<file path="config.mk">
export PLATFORM = sky130hd
export DESIGN_NAME = lcd_timing_out
export DESIGN_NICKNAME = d
export VERILOG_FILES = /design/src/rtl/lcd_timing_pkg.sv /design/src/rtl/lcd_timing_out_counter.sv /design/src/rtl/lcd_timing_out.sv
export SDC_FILE = /design/constraint.sdc
export NUM_CORES = 1
export LEC_CHECK = 0
export CAP_MARGIN = 15
export CORE_MARGIN = 2
export CORE_UTILIZATION = 39
export CTS_CLUSTER_DIAMETER = 120
export DETAILED_ROUTE_END_ITERATION = 12
export PLACE_DENSITY = 0.67
export RECOVER_POWER = 25
export SYNTH_ARGS = -nofsm -noshare
export SYNTH_HDL_FRONTEND = slang
export SYNTH_SLANG_ARGS = --single-unit
</file>
<file path="constraint.sdc">
create_clock -name Clock -period 2.4 [get_ports Clock]
set_clock_uncertainty 0.2 [all_clocks]
set_input_delay 0.48 -clock Clock [delete_from_list [all_inputs] [get_ports Clock]]
set_output_delay 0.48 -clock Clock [all_outputs]
set_load 0.01 [all_outputs]
</file>
<file path="src/rtl/lcd_timing_pkg.sv">
// Shared timing defaults, panel output record and helpers for the LCD output stage.
// The colour-bar table is used only when LCD_TEST_PATTERN_EN is defined.
package lcd_timing_pkg;

    localparam int H_TOTAL_DEF  = 1056;
    localparam int H_SYNC_DEF   = 30;
    localparam int H_START_DEF  = 216;
    localparam int H_ACTIVE_DEF = 640;
    localparam int V_TOTAL_DEF  = 525;
    localparam int V_SYNC_DEF   = 13;
    localparam int V_START_DEF  = 35;
    localparam int V_ACTIVE_DEF = 480;

    localparam int H_W = 11;
    localparam int V_W = 10;

    // Test-pattern bars: 80 pixels each, {R,G,B} per bar, left to right.
    localparam int BAR_WIDTH = 80;
    localparam logic [23:0] BAR_RGB [0:7] = '{
        24'hFFFFFF,  // white
        24'hFFFF00,  // yellow
        24'h00FFFF,  // cyan
        24'h00FF00,  // green
        24'hFF00FF,  // magenta
        24'hFF0000,  // red
        24'h0000FF,  // blue
        24'h000000   // black
    };

    // Everything that leaves the panel output register except the pixel clock.
    typedef struct packed {
        logic       hs;
        logic       vs;
        logic       den;
        logic [7:0] r;
        logic [7:0] g;
        logic [7:0] b;
    } panel_t;

    localparam panel_t PANEL_IDLE = '{hs: 1'b1, vs: 1'b1, den: 1'b0,
                                      r: 8'h00, g: 8'h00, b: 8'h00};

    // Inclusive unsigned window test. V values are zero-extended to H width,
    // which leaves the 10-bit comparison result unchanged.
    function automatic logic in_window(input logic [H_W-1:0] value,
                                       input logic [H_W-1:0] lo,
                                       input logic [H_W-1:0] hi);
        return (value >= lo) && (value <= hi);
    endfunction

endpackage

</file>
<file path="src/rtl/lcd_timing_out_counter.sv">
// Raster timebase: pixel-rate enable toggle, H/V position counters and the
// frame-start pulse. Counters advance only on edges where Clock_en is high.
module lcd_raster_counter
    import lcd_timing_pkg::*;
#(
    parameter int H_TOTAL = H_TOTAL_DEF,
    parameter int V_TOTAL = V_TOTAL_DEF
) (
    input  logic           Clock,
    input  logic           Resetn,
    input  logic           Enable,
    output logic           Clock_en,
    output logic [H_W-1:0] H_Count,
    output logic [V_W-1:0] V_Count,
    output logic           Frame_start
);

    localparam logic [H_W-1:0] H_LAST = H_W'(H_TOTAL - 1);
    localparam logic [V_W-1:0] V_LAST = V_W'(V_TOTAL - 1);

    // Enable toggle and position counters; Enable low clears like reset.
    always_ff @(posedge Clock or negedge Resetn) begin
        if (!Resetn) begin
            Clock_en <= 1'b0;
            H_Count  <= '0;
            V_Count  <= '0;
        end else if (!Enable) begin
            Clock_en <= 1'b0;
            H_Count  <= '0;
            V_Count  <= '0;
        end else begin
            Clock_en <= ~Clock_en;
            if (Clock_en) begin
                if (H_Count == H_LAST) begin
                    H_Count <= '0;
                    if (V_Count == V_LAST) begin
                        V_Count <= '0;
                    end else begin
                        V_Count <= V_Count + 1'b1;
                    end
                end else begin
                    H_Count <= H_Count + 1'b1;
                end
            end
        end
    end

    // Single Clock-wide pulse: the only cycle with Clock_en high at the origin.
    assign Frame_start = Enable & Clock_en & (H_Count == '0) & (V_Count == '0);

endmodule

</file>
<file path="src/rtl/lcd_timing_out.sv">
// LCD output stage: raster timing, read strobe into the filter output line
// buffer, and the registered panel interface (RGB, syncs, DEN, pixel clock).
// Optional build macro: LCD_TEST_PATTERN_EN adds Pattern_sel, which replaces
// the active-area pixel data with eight vertical colour bars.
module lcd_timing_out
    import lcd_timing_pkg::*;
#(
    parameter int H_TOTAL  = H_TOTAL_DEF,
    parameter int H_SYNC   = H_SYNC_DEF,
    parameter int H_START  = H_START_DEF,
    parameter int H_ACTIVE = H_ACTIVE_DEF,
    parameter int V_TOTAL  = V_TOTAL_DEF,
    parameter int V_SYNC   = V_SYNC_DEF,
    parameter int V_START  = V_START_DEF,
    parameter int V_ACTIVE = V_ACTIVE_DEF
) (
    input  logic        Clock,
    input  logic        Resetn,
    input  logic        Enable,
    output logic        Clock_en,
    output logic [10:0] H_Count,
    output logic [9:0]  V_Count,
    output logic        oRead_out_en,
    input  logic [7:0]  R_in,
    input  logic [7:0]  G_in,
    input  logic [7:0]  B_in,
`ifdef LCD_TEST_PATTERN_EN
    input  logic        Pattern_sel,
`endif
    output logic        oFrame_start,
    output logic        LCD_NCLK,
    output logic        LCD_HS,
    output logic        LCD_VS,
    output logic        LCD_DEN,
    output logic [7:0]  LCD_R,
    output logic [7:0]  LCD_G,
    output logic [7:0]  LCD_B
);

    // The read window opens one pixel early so buffer data is ready when the
    // output register samples the first active pixel.
    localparam logic [H_W-1:0] RD_H_LO  = H_W'(H_START - 1);
    localparam logic [H_W-1:0] RD_H_HI  = H_W'(H_START + H_ACTIVE - 2);
    localparam logic [H_W-1:0] DEN_H_LO = H_W'(H_START);
    localparam logic [H_W-1:0] DEN_H_HI = H_W'(H_START + H_ACTIVE - 1);
    localparam logic [H_W-1:0] ACT_V_LO = H_W'(V_START);
    localparam logic [H_W-1:0] ACT_V_HI = H_W'(V_START + V_ACTIVE - 1);
    localparam logic [H_W-1:0] HS_WIDTH = H_W'(H_SYNC);
    localparam logic [H_W-1:0] VS_WIDTH = H_W'(V_SYNC);

    logic [H_W-1:0] v_ext;
    logic           v_active;
    logic           den_win;
    logic [23:0]    pix_rgb;
    panel_t         panel_d;
    panel_t         panel_q;

    lcd_raster_counter #(
        .H_TOTAL (H_TOTAL),
        .V_TOTAL (V_TOTAL)
    ) u_raster (
        .Clock       (Clock),
        .Resetn      (Resetn),
        .Enable      (Enable),
        .Clock_en    (Clock_en),
        .H_Count     (H_Count),
        .V_Count     (V_Count),
        .Frame_start (oFrame_start)
    );

    assign v_ext    = {1'b0, V_Count};
    assign v_active = in_window(v_ext, ACT_V_LO, ACT_V_HI);

    // One strobe per pixel period, H_ACTIVE of them on each active line.
    assign oRead_out_en = Enable & Clock_en & v_active &
                          in_window(H_Count, RD_H_LO, RD_H_HI);

`ifdef LCD_TEST_PATTERN_EN
    logic [H_W-1:0] h_off;
    logic [2:0]     bar_idx;

    // Colour-bar source selected by Pattern_sel; pipe data otherwise.
    always_comb begin
        h_off   = H_Count - DEN_H_LO;
        bar_idx = 3'(h_off / H_W'(BAR_WIDTH));
        pix_rgb = Pattern_sel ? BAR_RGB[bar_idx] : {R_in, G_in, B_in};
    end
`else
    assign pix_rgb = {R_in, G_in, B_in};
`endif

    // Next panel word from the pre-edge counters.
    always_comb begin
        panel_d     = PANEL_IDLE;
        den_win     = in_window(H_Count, DEN_H_LO, DEN_H_HI) & v_active;
        panel_d.hs  = ~(H_Count < HS_WIDTH);
        panel_d.vs  = ~(v_ext < VS_WIDTH);
        panel_d.den = den_win;
        if (den_win) begin
            panel_d.r = pix_rgb[23:16];
            panel_d.g = pix_rgb[15:8];
            panel_d.b = pix_rgb[7:0];
        end
    end

    // Panel register: data on Clock_en edges, NCLK tracks Clock_en so its
    // rising edge lands mid-pixel, one Clock after the data changes.
    always_ff @(posedge Clock or negedge Resetn) begin
        if (!Resetn) begin
            LCD_NCLK <= 1'b0;
            panel_q  <= PANEL_IDLE;
        end else if (!Enable) begin
            LCD_NCLK <= 1'b0;
            panel_q  <= PANEL_IDLE;
        end else begin
            LCD_NCLK <= ~Clock_en;
            if (Clock_en) begin
                panel_q <= panel_d;
            end
        end
    end

    assign LCD_HS  = panel_q.hs;
    assign LCD_VS  = panel_q.vs;
    assign LCD_DEN = panel_q.den;
    assign LCD_R   = panel_q.r;
    assign LCD_G   = panel_q.g;
    assign LCD_B   = panel_q.b;

endmodule

</file>
==> results.yml, run 1 <==
yosys:
  synth_flop_cell: "dfrtp_1"
  syn_area_um2: 2560
  synth_nets: 275
  synthDistinctLibCells: 51
  syn_inst: 241
  async_flop_share_pct: 100
  ys_ff_latch: 49
  yosysSeqAreaShare_pct: 47.9
  yosys_warnings: 0
  syn_area_per_cell_um2: 10.6
  synth_edf_count: 0
clock_network:
  cts_tree: "built"
  clock_path_buffers: 2
  clk_pin_slew_ps: 100
  insertion_delay_ps: 310
  cts.sinks: 49
  cts_made_buffers: 5
  cts_root_buf: "clkbuf_8"
  cts_max_level: 2
drt:
  route.met3.wl_um: 523
  wl_per_cell_um: 16.5
  highest-signal-layer: "met4"
  antenna_left: 0
  firstDrtPassIters: 4
  drt_iter0_drc: 188
  met2_length_um: 3370
  avgViaCountPerCell: 5.54
  drcViolationCount: 0
  vias: 2433
  finalWirelength_um: 7230
  drt-met1-wl_um: 3170
placement:
  hpwl_um: 5190
  dp_slack_ps: -397
  gp_congestion: 0.897
  numPortBuffers: 78
  placed_area_um2: 3730
sta:
  max_freq_ghz: 0.415
  tightest_slew_ps: 1130
  period_needed_ps: 2410
  maxSlewHeadroom_pct: 24.4
  drv_slew: 0
  period_share_pct: 101
  finalHoldViolations: 0
  rsz0062_at_grt: "true"
  worst_slack_ps: -12.4
  setup_viol: 1
finish:
  nFillCells: 526
  syn_to_final_growth_pct: 52.2
  finalNetCount: 395
  final_area_um2: 3900
  mostFrequentLayoutCells: "75 x clkdlybuf4s50_1, 48 x buf_4, 47 x dfrtp_1"
  n_antenna_cell: 0
  layout_commonest_cell: "clkdlybuf4s50_1"
  drive_above_1_share_pct: 23.2
min_path:
  hold_path.class: "flop to flop"
  min-delay-start: "LCD_B[4]"
setup_path:
  worstSetupStartpointType: "flop"
  cp_max_fo: 4
  worstPathArrival_ps: 1730
  timing.rr.start: "u_raster.H_Count[1]"
  cp-end-kind: "output port"
  critical_path.startpoint: "u_raster.H_Count[7]"
  path_class: "flop to output port"
  required_ps: 1720
global_routing:
  antenna_found_initial: 0
  grt_usage_pct: 20.4
  grt_max_degree: 32
  grt_pass1_wl_um: 11900
  grt-ovfl-total: 0
  grt_pass1_vias: 2477
run_status:
  outcome: "finished, violations left"
  violations: "negative setup slack"
floorplanning:
  chipHeight_um: 85.1
  die_w_um: 85.1
  core_um2: 6350
  io_pins: 79
  die-area_um2: 7240
  num_rows: 29
  initial_core_util_pct: 40.4
power_and_ir_drop:
  p_leak_nw: 1.70
  ir_drop_uv: 227
  power_density_nw_per_um2: 406
run:
  drv_cap: 0
## worst max-delay path, stage by stage, from the launching register on
cell      delay, ps
dfrtp_1         430
and2_4          170
a2111o_1        450
a31oi_2         170
nor3_2           60
buf_2           140
## metrics by stage
stage | total power (W) | utilization [%] | TNS [ps] | hold WS [ps] | instances
5_1_grt | 0.00165 | 61.4 | -107 | 322 | 439
3_5_place_dp | 0.00105 | 58.7 | -712 | 262 | 428
4_1_cts | 0.00159 | 60.5 | -55.7 | 304 | 438
3_3_place_gp | 0.00105 | 58.7 | -637 | 265 | 428
6_report | 0.00158 | 61.4 | -12.4 | 296 | 439
2_1_floorplan | 0.000925 | - | 0 | -15.6 | 241
## metal layers
| layer | GRT usage, % | up-vias |
|---|---|---|
| li1 | - | 1156 |
| met1 | 28.6 | 1178 |
| met2 | 31.0 | 86 |
| met3 | 5.45 | 13 |
| met4 | 6.49 | 0 |
| met5 | 0 | - |
## Yosys cell counts (all sizes together), types with 5 or more instances
master  count  share of area [%]
clkbuf      6               0.88
nor4        5                1.8
nor2       18                2.6
inv        10                1.5
o21ai       5               0.98
buf        11                3.6
dfrtp      47                 46
nor3        5               0.98
nand2      17                2.5
a32o       24                9.4
ha          7                3.4
and3        6                1.5
nand4       8                2.2
a21oi       8                1.6
nand3       7                1.6
## area by class of cell
| cell class | count | area, um^2 | area share, % |
|---|---|---|---|
| multi-input combinational | 165 | 1250 | 32.0 |
| tap | 77 | 96.3 | 2.47 |
| inverter | 10 | 37.5 | 0.962 |
| clock inverter | 3 | 26.3 | 0.674 |
| timing repair buffer | 130 | 1190 | 30.6 |
| sequential | 49 | 1230 | 31.5 |
| clock buffer | 5 | 68.8 | 1.76 |
## worst paths after layout
path / cells past startpoint / to / slack (ps)
setup / recovery: 5 / oRead_out_en / -10
hold / removal: 1 / LCD_B[4] / 300
setup reg to reg: 7 / u_raster.V_Count[2] / 130
hold reg to reg: 1 / LCD_B[4] / 300
max in group asynchronous: 3 / LCD_R[0] / 580
min in group asynchronous: 2 / LCD_R[7] / 700
## power breakdown
| group | switching [W] | internal, W |
|---|---|---|
| logic | 0.0000950 | 0.000108 |
| clock network | 0.000320 | 0.000217 |
| registers | 0.00000740 | 0.000837 |
| total | 0.000422 | 0.00116 |
## state kept, by name (all words and copies together) (netlist names)
name,flops
LCD_R,8
LCD_DEN,1
LCD_VS,1
u_raster.V_Count,10
u_raster.H_Count,11
LCD_B,8
u_raster.Clock_en,1
LCD_HS,1
LCD_G,8
## cell families after synthesis
kind of cell	synth area share, %
adders and majority gates	3.42
muxes	0.830
AOI/OAI and AO/OA	20.7
and+or+nand+nor	18.8
DFF	47.9
xor gates and xnor gates	2.39
buffers and inverters	5.95
## what timing repair did
item / in CTS / in global routing
resized for setup: 10 / 12
pin swaps: 3 / 4
setup buffers: 1 / 1
gates cloned: 0 / 0
endpoints found under the hold margin: 16 / 0
setup endpoints to repair: 2 / 4
hold buffers: 1 / 0
No activity file was read; power rests on OpenSTA's default activity.
==> run 2, diff against run 1 <==
==> constraint.sdc (replaced) <==
create_clock -name Clock -period 2.4 [get_ports Clock]
set_clock_uncertainty 0.2 [all_clocks]
set_input_delay 0.24 -clock Clock [delete_from_list [all_inputs] [get_ports Clock]]
set_output_delay 0.24 -clock Clock [all_outputs]
set_load 0.01 [all_outputs]
==> run 2 against run 1 <==
The run now ends clean. Non-clock buffer count down 18. Via count down 2.1%. Count of clock-buffer cells in the layout unchanged. Clock power down 4.7%. Sequential share of layout area up 1.9 points. Wire length down 5.8%. Sequential power about the same. Cell count down 4.1%. Combinational power down 9%. Utilization down 3.3 points. Register-to-register slack better by 40 ps.
==> results.yml, run 2 (synthesized netlist as in run 1, its figures left out) <==
run_status:
  outcome: "finished clean"
setup_path:
  critPathSlowestCell: "dfrtp_1"
  path_class: "flop to output port"
  cp_cell_sequence: "and2_4, a2111o_1, a31oi_1, nor3_2, clkdlybuf4s15_1"
  worstPathArrival_ps: 1860
  cp-end-kind: "output port"
  cp_slowest_stage_delay_ps: 440
  worstSetupStartpointType: "flop"
  cp_max_fo: 4
  required_ps: 1960
sta:
  period_needed_ps: 2300
  period_share_pct: 95.9
  rsz0062_at_grt: "false"
  fin_setup_tns_ps: 0
  drv_slew: 0
  maxSlewHeadroom_pct: 19.9
  max_freq_ghz: 0.435
  fin_hold_ws_ps: 297
  tightest_slew_ps: 1200
  setup_viol: 0
  finalHoldViolations: 0
finish:
  n_antenna_cell: 0
  mostFrequentLayoutCells: "75 x clkdlybuf4s50_1, 44 x dfrtp_1, 32 x buf_4"
  finalNetCount: 377
  largest_reg_flops: 11
  layout_commonest_cell: "clkdlybuf4s50_1"
  final_cells: 421
  finalCoreUtilization_pct: 58.1
  syn_to_final_growth_pct: 44.0
  drive_above_1_share_pct: 17.7
  regMostFlops: "u_raster.H_Count"
  reg.largest.list: "u_raster.H_Count x11, u_raster.V_Count x10"
power_and_ir_drop:
  p_switching_w: 0.000397
  internal-power_w: 0.00114
  p_sw_share_pct: 25.8
  p_leak_nw: 1.57
  ir_drop_uv: 232
  power_density_nw_per_um2: 418
  power_w: 0.00154
  p_clk_share_pct: 33.2
  power_frac_comb_pct: 12.0
  power_frac_seq_pct: 54.8
global_routing:
  antenna_found_initial: 0
  grt_usage_pct: 19.6
  grt_use_met1_pct: 27.5
  gr-usage-met2_pct: 30.6
  grt_pass1_vias: 2286
  grt-busiest-layer: "met2"
  grt_max_degree: 50
  grt.met3_usage_pct: 4.96
  grt_pass1_wl_um: 11400
  grt-ovfl-total: 0
floorplanning:
  core_um2: 6350
  die-area_um2: 7240
  chipHeight_um: 85.1
  die_w_um: 85.1
  io_pins: 79
  initial_core_util_pct: 40.4
  num_rows: 29
clock_network:
  insertion_delay_ps: 310
  cts_max_level: 2
  cts_tree: "built"
  cts_root_buf: "clkbuf_8"
  cts_made_buffers: 5
  cts.sinks: 49
  clk_pin_slew_ps: 90
  clock_path_buffers: 2
drt:
  drt_iter0_drc: 210
  finalWirelength_um: 6810
  vias: 2381
  wl_per_cell_um: 16.2
  avgViaCountPerCell: 5.66
  antenna_left: 0
  firstDrtPassIters: 5
  drcViolationCount: 0
placement:
  dp_cells: 409
  numPortBuffers: 78
  gp_congestion: 0.896
  hpwl_um: 5010
run:
  drv_cap: 0
min_path:
  hold_path.class: "flop to flop"
## run 2: cell types whose count changed in the layout (fill, tap and decap cells not counted), moves of 2 or more
cell	change
buf_12	-3
dfrtp_1	-3
inv_6	-2
inv_1	+2
inv_2	-2
buf_4	-16
dfrtp_2	+3
## run 2: per-stage QoR
stage                     area, um^2  worst slack, ps
final                           3690             99.0
after global routing            3690             11.7
after CTS                       3690             42.1
after detailed placement        3550             19.4
after global placement          3550             49.7
after floorplan                 2560              334
## run 2: area by class of cell
cell class / instances / area (um^2)
Clock buffer: 5 / 68.8
Clock inverter: 3 / 25.0
Fill cell: 554 / 2660
Inverter: 10 / 37.5
Multi-Input combinational cell: 165 / 1200
Sequential cell: 49 / 1230
Tap cell: 77 / 96.3
Timing Repair Buffer: 112 / 1030
## run 2: power by group through the flow
stage / sequential [W] / combinational [W] / clock [W]
floorplan: 0.000868 / 0.0000572 / 0
global placement: 0.000861 / 0.000176 / 0
detailed placement: 0.000862 / 0.000178 / 0
CTS: 0.000845 / 0.000187 / 0.000541
global route: 0.000846 / 0.000204 / 0.000576
finish: 0.000845 / 0.000185 / 0.000512
## run 2: timing repair
item                       CTS  global route
buffers inserted             3             0
pin swaps                    0             0
hold buffers                 1             0
hold endpoints to repair    47             0
resized for setup            6             5
setup endpoints to repair    2             1
## run 2: final timing paths
path,slack (ps),startpoint,endpoint,cells past startpoint
max,100,u_raster.H_Count[6],oRead_out_en,5
min,300,LCD_G[3],LCD_G[3],1
max reg2reg,170,u_raster.H_Count[0],u_raster.V_Count[5],6
min reg2reg,300,LCD_G[3],LCD_G[3],1
max in group asynchronous,600,Resetn,u_raster.H_Count[1],3
min in group asynchronous,580,Resetn,LCD_R[6],3
## run 2: critical path: cells and delay by family (launching register included)
kind,cells,cell delay (ps)
flops,1,440
buf+inv,1,230
simple gates,2,260
compound gates,2,620
## run 2: routing by layer
layer	share of wire, %	vias up	wire length (um)
li1	-	1129	-
met5	0	-	0
met4	0.85	0	58
met3	6.7	6	456
met2	48	85	3260
met1	45	1161	3030
==> run 3, diff against run 2 <==
--- a/config.mk
+++ b/config.mk
@@ -9,6 +9,7 @@
 export CORE_MARGIN = 2
 export CORE_UTILIZATION = 39
 export CTS_CLUSTER_DIAMETER = 120
+export CTS_CLUSTER_SIZE = 30
 export DETAILED_ROUTE_END_ITERATION = 12
 export PLACE_DENSITY = 0.67
 export RECOVER_POWER = 25
==> results of run 3 <==
Final layout, timing and power as in run 2 (identical DEF).
